## src/rtl/memory_unit.sv

```systemverilog
// Single-port RAM for the processor datapath: synchronous write from bus_1,
// asynchronous read of the addressed word onto mem_word.
module memory_unit #(
   parameter int ADDR_WIDTH = 8,
   parameter int DATA_WIDTH = 8
) (
   input  logic                  clk,
   input  logic                  rst,
   input  logic [ADDR_WIDTH-1:0] address,
   input  logic [DATA_WIDTH-1:0] bus_1,
   input  logic                  write,
   output logic [DATA_WIDTH-1:0] mem_word
);

   localparam int DEPTH = 2 ** ADDR_WIDTH;

   logic [DATA_WIDTH-1:0] mem [DEPTH];

   // Reset clears every word and takes priority over a write on the same edge.
   always_ff @(posedge clk) begin
      if (rst) begin
         for (int i = 0; i < DEPTH; i++) begin
            mem[i] <= '0;
         end
      end else if (write) begin
         mem[address] <= bus_1;
      end
   end

   // No bypass: a same-address write only becomes visible after the edge.
   assign mem_word = mem[address];

endmodule

```

## config.mk

```make
export PLATFORM = sky130hd
export DESIGN_NAME = memory_unit
export DESIGN_NICKNAME = d
export VERILOG_FILES = /design/src/rtl/memory_unit.sv
export SDC_FILE = /design/constraint.sdc
export NUM_CORES = 2
export LEC_CHECK = 0
export ABC_AREA = 0
export BUFFER_PORTS_ARGS = -buffer_cell sky130_fd_sc_hd__buf_2
export CAP_MARGIN = 20
export CORE_MARGIN = 10
export CORE_UTILIZATION = 43
export DETAILED_ROUTE_END_ITERATION = 16
export PLACE_DENSITY_LB_ADDON = 0.15
export SYNTH_ARGS = -nofsm -noshare
export SYNTH_HDL_FRONTEND = slang
export SYNTH_SLANG_ARGS = --single-unit
```

## constraint.sdc

```tcl
create_clock -name clk -period 6.2 [get_ports clk]
set_input_delay 0.62 -clock clk [delete_from_list [all_inputs] [get_ports clk]]
set_output_delay 0.62 -clock clk [all_outputs]
set_load 0.02 [all_outputs]
```

=== Yosys cells after proc, flatten, opt, wreduce, memory -nomap -nowiden ===
Memory sizes are Yosys's and may differ from the RTL's.
Index checks and enable logic that the tools add are counted.

* $mul: 0
* Div/mod/pow operators: 0
* Order comparisons: 0
* Bitwise logic cells: 0
* Multiplexer cells: 8
* $add $sub $neg: 0
* Shift operators: 0
* Equality and inequality tests: 0
* Reductions and logical operators: 1

{| class="wikitable"
|+ Operators with widths
! cell !! number
|-
| 8-bit two-way mux || 2
|-
| 8-bit OR reduction || 1
|-
| 1-bit two-way mux || 6
|}

* Memories kept: 1
* Latch bits: 0
* Output and inout bits: 8
* Word-level logic and storage cells: 10
* Memory bits (writable): 2048
* Bits in registers: 0
* Input port bits: 19
* ROM bits: 0

{| class="wikitable"
|+ Memories
! name !! words !! bits a word !! read ports !! clocked after memory_dff !! wr ports !! line !! text
|-
| mem || 256 || 8 || 1 || 0 || 256 || 17 || <nowiki>logic [DATA_WIDTH-1:0] mem [DEPTH];</nowiki>
|}

=== Longest topological paths before layout ===
* Word-level depth: 5
* Depth in mapped cells: 9
* Depth with buffers taken out: 5

=== Worst setup path after synthesis ===
No wires, ideal clock.

* Path type: in2out
* Start point: input address[1]
* End point: output mem_word[6]
* Required time: 5.580 ns
* Buffers on the path: 4
* Setup slack: 2.987 ns
* Stages: 9
* Arrival: 2.593 ns
* Cells stage by stage: buf_2 > buf_2 > buf_2 > buf_1 > mux4_2 > a22oi_1 > a21oi_1 > o41ai_1 > nand4_1

* Longest elaborated chain between the ends: 1

{| class="wikitable"
|+ Ends and longest elaborated chain
! item !! line !! text
|-
| start, declared || 9 || <nowiki>input logic [ADDR_WIDTH-1:0] address,</nowiki>
|-
| memory read 256 x 8 bit || n/a ||
|-
| end, declared || 12 || <nowiki>output logic [DATA_WIDTH-1:0] mem_word</nowiki>
|}

No other way between the ends.

=== Worst setup path after layout ===
* Start point: input address[0]
* End point: output mem_word[0]

Same word-level chain as after synthesis.

==> results.yml <==
timing:
  rsz0062_at_grt: "no"
  worst_pin_slew_ps: 1170
  finalSetupTns_ps: 0
  max_freq_ghz: 0.184
  setup_viol: 0
  max_slew_margin: 0.220
  slew_violations: 0
  period_needed_ps: 5430
  post-route-period-util: 0.875
  hold_viol_final: 0
pwr:
  power.leakage_nw: 41.9
  power.density_nw_per_um2: 298
  max-vdd-ir-drop_mv: 0.339
synthesis:
  syn_inst: 6267
  synthTopCellsByArea: "edfxtp_1 65%, and3_1 12%, mux4_2 12%"
  yosysSeqAreaShare: 0.649
  avgSynthCellArea_sq_um: 15.1
  synth_area_leader_cell: "edfxtp_1"
  synth.most_common_cell: "edfxtp_1"
  syn_area_sq_um: 94700
  synth_common_cells: "2,048 x edfxtp_1, 1,882 x and3_1, 775 x clkbuf_1, 512 x mux4_2, 256 x a22oi_1"
  synth_edf_count: 2048
  synthesis.nets: 6286
  synth-main-ff-cell: "edfxtp_1"
  async_flop_share: 0
  yosysWarningCount: 0
  synth-seq-cells: 2048
  yosysUniqueCellTypes: 25
  synth_top_area_share: 0.649
global_routing:
  grt_usage: 0.224
  antenna_found_initial: 15
  grt_first_pass_wirelength_um: 401000
  grt_max_degree: 145
  gr-total-overflow: 0
  grt_pass1_vias: 56200
setup_path:
  crit_type: "in -> out"
  cp.required_ps: 5580
  crit_path_start_kind: "primary input"
  end_kind: "output pin"
  arrival_ps: 4810
  path_max_fanout: 50
routing:
  postRouteAntennaNets: 0
  routedWlPerCell_um: 30.5
  drt-initial-drc-count: 6563
  first_pass_iters: 8
  drc: 0
  wirelength_um: 272000
  routed_via_density: 6.25
  vias: 55700
cts:
  postCtsHoldBufs: 0
  cts_buffers: 216
  post_cts_buffers: 0
  clkSinkCount: 2048
  root_buffer: "clkbuf_16"
  clk_pin_slew_ps: 50
  cts_tree: "done"
  ctsLongestPathBuffers: 3
  cts_resized: 0
  htreeDepth: 4
min_path:
  hold_path_class: "in -> reg"
  hp-start: "bus_1[1]"
  whs_path_depth: 2
  hold_end: "mem[224][1]$_SDFFCE_PN0P_"
die:
  dieHeight_um: 489
  die-area_sq_um: 239000
  die_w_um: 489
  placementRows: 172
  start_util: 0.432
  fp.coreArea_sq_um: 219000
  boundaryPins: 27
layout:
  area_growth_pct: 10.4
  fin_nets: 5856
  drive_above_1_share: 0.185
  top_register: "mem"
  reg_top3: "mem: 2048 flops"
  largest_reg_flops: 2048
  final_cells: 8909
placed_design:
  port_buffers: 26
  dpl.hpwl_um: 152000
  finalWeightedCongestion: 0.807
  dp.cells: 8489
job:
  drv_cap: 0
outcome:
  status: "finished, final reports clean"
==> routing by layer <==
| layer | track usage | wire length, um | vias up |
|---|---|---|---|
| met3 | 0.0297 | 17000 | 369 |
| met1 | 0.321 | 116000 | 29400 |
| met5 | 0 | 27 | - |
| li1 | - | - | 24000 |
| met2 | 0.358 | 130000 | 1980 |
| met4 | 0.0677 | 8220 | 4 |
==> per-stage QoR <==
step	total power, mW	hold WS, ps	worst slack (ps)	utilization	cell area, sq um
floorplan	17.7	1040	2990	-	94700
global placement	18.6	1280	108	0.445	97500
detailed placement	18.7	1280	748	0.445	97600
CTS	31.4	355	734	0.476	104000
global route	32.1	385	671	0.476	104000
finish	31.2	380	772	0.477	105000
==> critical path, cell delays in order <==
cell and delay [ps]:
buf_8 540, buf_12 350, buf_12 270, mux4_2 540, a22oi_1 320, a21oi_1 140, o41ai_1 870, buf_4 250
nand4_1 460, buf_2 350
==> final cells by class <==
class | count | area [sq um]
Fill cell | 18400 | 115000
Timing Repair Buffer | 243 | 2600
Clock buffer | 277 | 5830
Antenna cell | 14 | 35.0
Clock inverter | 128 | 1040
Tap cell | 2871 | 3590
Multi-Input combinational cell | 3328 | 29900
Sequential cell | 2048 | 61500
==> how the worst max path moves through the flow <==
stage               start           to
6_report       address[0]  mem_word[0]
5_1_grt        address[0]  mem_word[4]
4_1_cts        address[0]  mem_word[0]
3_5_place_dp   address[0]  mem_word[0]
3_3_place_gp   address[0]  mem_word[1]
2_1_floorplan  address[1]  mem_word[6]
==> cells by family (layout without fill, tap and decap cells) <==
group                  Yosys count  count (layout)  synth area share
AND/OR/NAND/NOR               2165            2165             0.143
flip-flops                    2048            2048             0.649
buffers and inverters          891             648            0.0375
AO/OA/AOI/OAI                  651             651            0.0487
multiplexers                   512             512             0.122
other                            0              14                 0
==> placed cells by master, fill, tap and decap left out, types with 52 or more instances in the layout <==
cell type,Yosys,final
buf_4,26,154
clkbuf_1,775,52
clkbuf_16,0,225
buf_12,0,58
a21oi_1,128,128
and3_1,1882,1880
a22oi_1,256,256
edfxtp_1,2048,2048
and2_1,170,169
mux4_2,512,512
a21o_1,233,233
clkinv_1,0,61
==> report_power, final <==
part / internal (mW) / leakage [nW] / switching (mW)
sequential: 15.9 / 19.4 / 0.184
combinational: 0.800 / 19.1 / 1.49
clock: 7.26 / 3.37 / 5.53
total: 24.0 / 41.9 / 7.20
Note: power is estimated with default switching activity, not from simulation.
